[src/rtl/ped_walk_ctrl.sv]
// ped_walk_ctrl: per-axis pedestrian WALK/DON'T-WALK sequencing behind the vehicle lights, with sticky conflict fault.
module ped_walk_axis #(
    parameter int WALK_CYCLES = 10,
    parameter int FLASH_DIV   = 2,
    parameter int CNT_W       = 6
) (
    input  logic             clk,
    input  logic             reset,
    input  logic             force_idle,
    input  logic             hold,
    input  logic [2:0]       light,
    input  logic             btn,
    output logic             walk,
    output logic             dont_walk,
    output logic [CNT_W-1:0] countdown,
    output logic             req_pending
);
    localparam int FW = $clog2(FLASH_DIV + 1);
    typedef enum logic [1:0] {IDLE, WALK, FLASH} state_t;
    state_t           state_q, state_d;
    logic [CNT_W-1:0] cnt_q, cnt_d;
    logic [FW-1:0]    fl_q, fl_d;
    logic             dw_q, dw_d, pend_q, pend_d;
    logic [2:0]       prev_q;
    logic             go;
    always_comb begin
        go      = state_q == IDLE && light == 3'b100 && prev_q != 3'b100 && (pend_q || btn) && !force_idle;
        state_d = state_q;
        cnt_d   = '0;
        fl_d    = fl_q;
        dw_d    = dw_q;
        pend_d  = hold ? pend_q : (go ? 1'b0 : pend_q | btn);
        if (force_idle) begin
            state_d = IDLE;
        end else begin
            unique case (state_q)
                IDLE: if (go) begin
                    state_d = WALK;
                    cnt_d   = CNT_W'(WALK_CYCLES);
                end
                WALK: if (cnt_q == CNT_W'(1) || light != 3'b100) begin
                    state_d = FLASH;
                    fl_d    = FW'(1);
                    dw_d    = 1'b1;
                end else begin
                    cnt_d = cnt_q - 1'b1;
                end
                FLASH: if (light == 3'b001) begin
                    state_d = IDLE;
                end else if (fl_q == FW'(FLASH_DIV)) begin
                    fl_d = FW'(1);
                    dw_d = ~dw_q;
                end else begin
                    fl_d = fl_q + 1'b1;
                end
                default: state_d = IDLE;
            endcase
        end
    end
    always_ff @(posedge clk) begin
        if (reset) begin
            state_q <= IDLE;
            cnt_q   <= '0;
            fl_q    <= '0;
            dw_q    <= 1'b0;
            pend_q  <= 1'b0;
            prev_q  <= 3'b001;
        end else begin
            state_q <= state_d;
            cnt_q   <= cnt_d;
            fl_q    <= fl_d;
            dw_q    <= dw_d;
            pend_q  <= pend_d;
            prev_q  <= light;
        end
    end
    assign walk        = state_q == WALK;
    assign dont_walk   = state_q == IDLE || (state_q == FLASH && dw_q);
    assign countdown   = cnt_q;
    assign req_pending = pend_q;
endmodule

module ped_walk_ctrl #(
    parameter int WALK_CYCLES = 10,
    parameter int FLASH_DIV   = 2,
    parameter int CNT_W       = 6
) (
    input  logic             clk,
    input  logic             reset,
    input  logic [2:0]       ns_light,
    input  logic [2:0]       ew_light,
    input  logic             ns_btn,
    input  logic             ew_btn,
    output logic             ns_walk,
    output logic             ns_dont_walk,
    output logic             ew_walk,
    output logic             ew_dont_walk,
    output logic [CNT_W-1:0] ns_countdown,
    output logic [CNT_W-1:0] ew_countdown,
    output logic             ns_req_pending,
    output logic             ew_req_pending,
    output logic             fault
);
    logic fault_q, fault_d, bad;
    always_comb begin
        bad = !(ns_light inside {3'b100, 3'b010, 3'b001}) || !(ew_light inside {3'b100, 3'b010, 3'b001})
            || (ns_light != 3'b001 && ew_light != 3'b001);
        fault_d = fault_q | bad;
    end
    always_ff @(posedge clk) begin
        if (reset) fault_q <= 1'b0;
        else fault_q <= fault_d;
    end
    assign fault = fault_q;
    ped_walk_axis #(.WALK_CYCLES(WALK_CYCLES), .FLASH_DIV(FLASH_DIV), .CNT_W(CNT_W)) u_ns (
        .clk(clk), .reset(reset), .force_idle(fault_d), .hold(fault_q), .light(ns_light), .btn(ns_btn),
        .walk(ns_walk), .dont_walk(ns_dont_walk), .countdown(ns_countdown), .req_pending(ns_req_pending)
    );
    ped_walk_axis #(.WALK_CYCLES(WALK_CYCLES), .FLASH_DIV(FLASH_DIV), .CNT_W(CNT_W)) u_ew (
        .clk(clk), .reset(reset), .force_idle(fault_d), .hold(fault_q), .light(ew_light), .btn(ew_btn),
        .walk(ew_walk), .dont_walk(ew_dont_walk), .countdown(ew_countdown), .req_pending(ew_req_pending)
    );
endmodule

[config.mk]
export PLATFORM = sky130hd
export DESIGN_NAME = ped_walk_ctrl
export DESIGN_NICKNAME = d
export VERILOG_FILES = /design/src/rtl/ped_walk_ctrl.sv
export SDC_FILE = /design/constraint.sdc
export NUM_CORES = 1
export LEC_CHECK = 0
export CAP_MARGIN = 20
export CORE_ASPECT_RATIO = 0.9
export CORE_UTILIZATION = 53
export CTS_BUF_LIST = sky130_fd_sc_hd__clkbuf_4 sky130_fd_sc_hd__clkbuf_8
export CTS_CLUSTER_SIZE = 30
export DETAILED_ROUTE_END_ITERATION = 8
export GPL_TIMING_DRIVEN = 0
export PLACE_DENSITY_LB_ADDON = 0.08
export SLEW_MARGIN = 20
export SYNTH_ARGS = -nofsm -noshare
export SYNTH_HDL_FRONTEND = slang
export SYNTH_HIERARCHICAL = 1
export SYNTH_SLANG_ARGS = --single-unit
[constraint.sdc]
create_clock -name clk -period 3 [get_ports clk]
set_clock_uncertainty 0.1 [all_clocks]
set_input_delay 0.6 -clock clk [delete_from_list [all_inputs] [get_ports clk]]
set_output_delay 0.6 -clock clk [all_outputs]
set_load 0.02 [all_outputs]
After elaboration in Yosys (flattened, before gate mapping)
Cells that the tools add are included.
Operators by class
  add/subtract/negate cells: 4
  reductions and logical operators: 35
  bitwise logic cells: 6
  equality and inequality tests: 30
  multiplexer cells: 32
Operators with widths (count)
  two-way mux 2 bit: 12
  one-hot mux 6 bit (2 select lines): 2
  == test 6 x 1 -> 1 bit (second input constant): 2
  two-way mux 6 bit: 2
  inequality test 2 x 1 -> 1 bit (second input constant): 6
  inequality test 3 bit (second input constant): 4
  one-hot mux 2 bit (3 select lines): 2
  subtractor 6 x 1 -> 6 bit (second input constant): 2
  logical AND 1 bit: 11
  AND reduction 5 bit: 2
  == test 2 bit (second input constant): 4
  logical OR 1 bit: 8
  two-way mux 1 bit: 8
  two-way mux 4 bit: 2
  inequality test 2 bit (second input constant): 4
  one-hot mux 2 bit (2 select lines): 2
  AND reduction 4 bit: 2
  == test 3 x 1 -> 1 bit (second input constant): 2
  == test 3 x 2 -> 1 bit (second input constant): 2
  == test 3 bit (second input constant): 2
  inequality test 3 x 1 -> 1 bit (second input constant): 2
  AND reduction 3 bit: 2
  nonzero test 3 bit: 2
  adder 2 x 1 -> 2 bit (second input constant): 2
  other kinds (8): 18
Word-level totals
  logic and storage cells: 120
  bits of input ports: 10
  bits in registers: 31
  output and inout port bits: 19

Longest topological paths before layout
  depth after elaboration: 10
  mapped depth: 7
  mapped depth without buffers: 7

Cells and area by module
The synthesis kept the hierarchy.
Modules (own cells, without submodules)
  ped_walk_axis at u_ns: sequential area each 300.3 µm², cells an instance 75, area each 729.4 µm², times used 1
  ped_walk_axis at u_ew: sequential area each 300.3 µm², cells an instance 72, area each 699.4 µm², times used 1
  ped_walk_ctrl: sequential area each 20.0 µm², cells an instance 11, area each 100.1 µm², times used 1

Worst setup path before layout
No wires, ideal clock.
  kind: input to register
  start point: input port ns_light[1]
  end point: register u_ew.pend_q, in the netlist u_ew/req_pending
  stages: 6
  setup time: 0.119 ns
  required time: 2.781 ns
  setup slack: 0.546 ns
  buffers on the path: 0
  arrival: 2.236 ns
  cell sequence: nor4b_2 > a21oi_1 > or4_1 > a2111oi_0 > nand2_1 > o221a_2
On the way
  word-level cells in the longest chain between the ends: 9
  elaborated cells on any way between the ends: 13
  those cells by class: eq/ne (4); mux (1); bitwise (1); reduce/logical (7)
Ends and longest elaborated chain
  from (decl): line 90  | input logic [2:0] ns_light,
  == test 3 bit (tied with other cells): line 106  | bad = !(ns_light inside {3'b100, 3'b010, 3'b001}) || !(ew_light inside {3'b100, 3'b010, 3'b001})
  nonzero test 3 bit: line 106
  zero test 1 bit: line 106
  logical OR 1 bit: line 106
  logical OR 1 bit *: line 107  | || (ns_light != 3'b001 && ew_light != 3'b001);
  bitwise OR 1 bit *: line 108  | fault_d = fault_q | bad;
  net fault_d: line 104  | logic fault_q, fault_d, bad;
  zero test 1 bit *: line 27  | go = state_q == IDLE && light == 3'b100 && prev_q != 3'b100 && (pend_q || btn) && !force_idle;
  logical AND 1 bit *: line 27
  two-way mux 1 bit *: line 32  | pend_d = hold ? pend_q : (go ? 1'b0 : pend_q | btn);
  to (signal assigned): line 73  | pend_q <= pend_d;
  to (decl): line 23  | logic dw_q, dw_d, pend_q, pend_d;
The timed path passes the listed nets; every way through them passes the cells marked *.
A chain may end at the register's enable or synchronous reset.

Final worst setup path
Same ends and word-level chain as after synthesis.

==> out/qor.csv <==
metric,value,unit
DIE AREA,3104,um2
"top cells by area, synth","dfxtp_1, nor2_1, nor2b_1, xor2_1, ha_1",
Synth Area in Adders,0.03273,
core region area,2748,um2
Top Ports,29,
placed cells,226,
Pins Over Slew Limit,0,
Layout area overhead,25.94,%
largest stage delay on the critical path,0.55,ns
"Top FF cell, synth",dfxtp_1,
via count,1246,
CP max-delay cell,clkdlybuf4s50_1,
Synth Area in Simple Gates,0.3134,
top cell type's share of synthesized area,0.4059,
min-delay src,u_ns/fl_q[1],
RSZ-0062 raised after global routing,false,
Post-synth ARST share,0,
routed vias/inst,5.348,
CP Data Required Time,3.13,ns
Area after DPL,1859,um2
fin cells,233,
# diodes,0,
# fillers,231,
met3 Use GR,0.07090,
final setup violation count,0,
flip-flop and latch area,620.6,um2
fraction of the mapped netlist area in compound gates,0.1432,
Post-synth EDFFs,0,
Max Freq,360.5,MHz
crit-path cells,clkdlybuf4s50_1 -> nor4b_2 -> a21oi_1 -> or4_4 -> a2111oi_2 -> nand2_1 -> o221a_2,
met2 global-route usage,0.3429,
gr usage total,0.2099,
drt first pass iters,4,
largest net degree at the start of global routing,11,
root buffer cell,clkbuf_4,
Sum Neg Setup Slack,0,ns
Top delay family on crit path,simple AND/OR/NAND/NOR gates,
H-tree depth,2,
grt met1 use,0.2556,
detailed-placement wirelength estimate,2247,um
final wirelength,3022,um
initial drt markers,31,
"Most Used Layer, Global Route",met2,
"most common cell after layout, fill and taps aside",dfxtp_1,
CP Capture Type,flop,
GP Congestion,0.7737,
minimum clock period,2.774,ns
worst reg-to-reg path cell count,4,
worst hold slack,0.3606,ns
initial core utilization,0.5565,
r2r startpoint,fault,
Max Cap Viol,0,
clock buffer depth,2,
Max rail drop VDD,0.3205,mV
pwr dens,374.3,nW/um2
Worst Path Max Fanout,7,
die width,58.62,um
final antenna-violating net count,0,
first-pass GRT wire length,4802,um
Bufs and invs on worst path,1,
Syn Std Cell Area,1529,um2
grt ovf,0,
area of the multi-input gates,863.3,um2
total CTS buffers,5,
row count,18,
largest family of logic cells by synthesized area,simple AND/OR/NAND/NOR gates,
CTS tree,done,
clk_lat worst skew,0.33,ns
"area leader, netlist",dfxtp_1,
clock tree sinks,31,
Critical Path Source Type,input pin,
final period utilization,0.9246,
most frequent cells in the layout,"dfxtp_1, clkdlybuf4s50_1, nor2_1",
design area,1926,um2
library cells used by synthesis,46,
wire per inst,12.97,um
WP data arrival,2.90,ns
type of the worst min-delay path,flop to flop,
clk slew on worst S/H paths,0.09,ns
Setup CP Type,input pin to flop,
end of the worst hold path,u_ns/fl_q[1],
initial antenna violation count,0,
actual slew at the worst max-slew pin,0.4397,ns
Final Hold Fails,0,
post-synthesis mux area share,0,
Port Buffers,28,
"Net count, final",207,
layout cells sized above 1,0.1658,
postcts setup bufs,0,
synthesized flop and latch total,31,
status,completed,
vias in the first global route,1134,
Die Y,52.96,um
Static Leakage,0.7108,nW
xor and xnor area share after synthesis,0.06874,
Util after Layout,0.7008,
reg2reg end,u_ew/req_pending,
DRC,0,
worst rel slew slack,0.7069,
Mean Syn Cell Area,9.677,um2
cells after synthesis,158,
R2R setup slack,0.98,ns
YS warnings,6,
Synth Net Count,172,
worst hold path depth,1,
sequential fraction of the synthesis area,0.4059,
==> cells in the mapped netlist, types with 2 or more instances <==
cell type / instances
a211oi_1: 2
a21oi_1: 7
buf_2: 2
dfxtp_1: 31
ha_1: 4
inv_1: 11
nand2_1: 7
nand2b_1: 2
nor2_1: 18
nor2b_1: 10
nor3_1: 7
nor3b_1: 3
nor4b_2: 2
nor4b_4: 2
o21a_1: 3
o31ai_1: 2
or2_1: 2
or2_2: 5
xnor2_1: 5
xor2_1: 7
==> per-stage QoR <==
step | power, W | setup WS [ns]
final | 0.0007207 | 0.2263
after CTS | 0.0007276 | 0.05457
after detailed placement | 0.0004857 | -0.2400
after floorplan | 0.0004555 | 0.5456
after global placement | 0.0004839 | -0.2331
after global routing | 0.0007529 | 0.09744
==> registers in the layout (all words and copies together), names as in the netlist <==
register          cells
u_ew/dw_q             1
u_ew/state_q          2
fault                 1
u_ns/fl_q             2
u_ns/req_pending      1
u_ew/prev_q           3
u_ew/req_pending      1
u_ns/countdown        6
u_ew/countdown        6
u_ns/prev_q           3
u_ew/fl_q             2
u_ns/dw_q             1
u_ns/state_q          2
==> report_power, final <==
| group | total [W] | internal, W | switching (W) |
|---|---|---|---|
| Clock | 0.000243 | 0.000108 | 0.000134 |
| Combinational | 0.0000554 | 0.0000286 | 0.0000268 |
| Sequential | 0.000423 | 0.000418 | 0.00000428 |
==> logic make-up after synthesis <==
logic type,count (synthesis)
adder cells (fa/ha/maj),4
AO/OA/AOI/OAI,26
XOR/XNOR,12
AND/OR/NAND/NOR,71
flip-flops,31
buffers and inverters,14
==> worst register-to-register path: cells and delay by family, from the launching register on <==
kind / cells / cell delay [ns]
DFF: 1 / 0.38
and+or+nand+nor: 2 / 0.80
AOI/OAI and AO/OA: 2 / 0.64
==> area by class of cell <==
cell class | instances | share of cell area
plain buffers | 3 | 0.007147
clock buffers | 6 | 0.02664
clock inverters | 1 | 0.002599
inverters | 11 | 0.02144
multi-input cells | 113 | 0.4483
flip-flops and latches | 31 | 0.3223
well taps | 40 | 0.02599
repair buffers | 28 | 0.1455
==> worst max-delay path by stage <==
| stage | startpoint | end | slack [ns] | depth (start not counted) |
|---|---|---|---|---|
| global route | ns_light[1] | u_ew/req_pending | 0.1 | 7 |
| global placement | ns_light[1] | u_ew/req_pending | -0.23 | 7 |
| floorplan | ns_light[1] | u_ew/req_pending | 0.55 | 6 |
| CTS | ns_light[1] | u_ew/req_pending | 0.05 | 7 |
| finish | ns_light[1] | u_ew/req_pending | 0.23 | 7 |
| detailed placement | ns_light[1] | u_ew/req_pending | -0.24 | 7 |
==> routing by layer <==
layer | part of all wire | wire length [um]
met1 | 0.47 | 1424
met2 | 0.47 | 1416
met3 | 0.046 | 139
met5 | 0 | 0
met4 | 0.014 | 41
==> timing repair <==
item | CTS | global route
setup endpoints to repair | 1 | 3
hold buffers | 0 | 0
gates resized for setup | 1 | 2
cloned | 0 | 0
(Power assumes the default switching activity.)
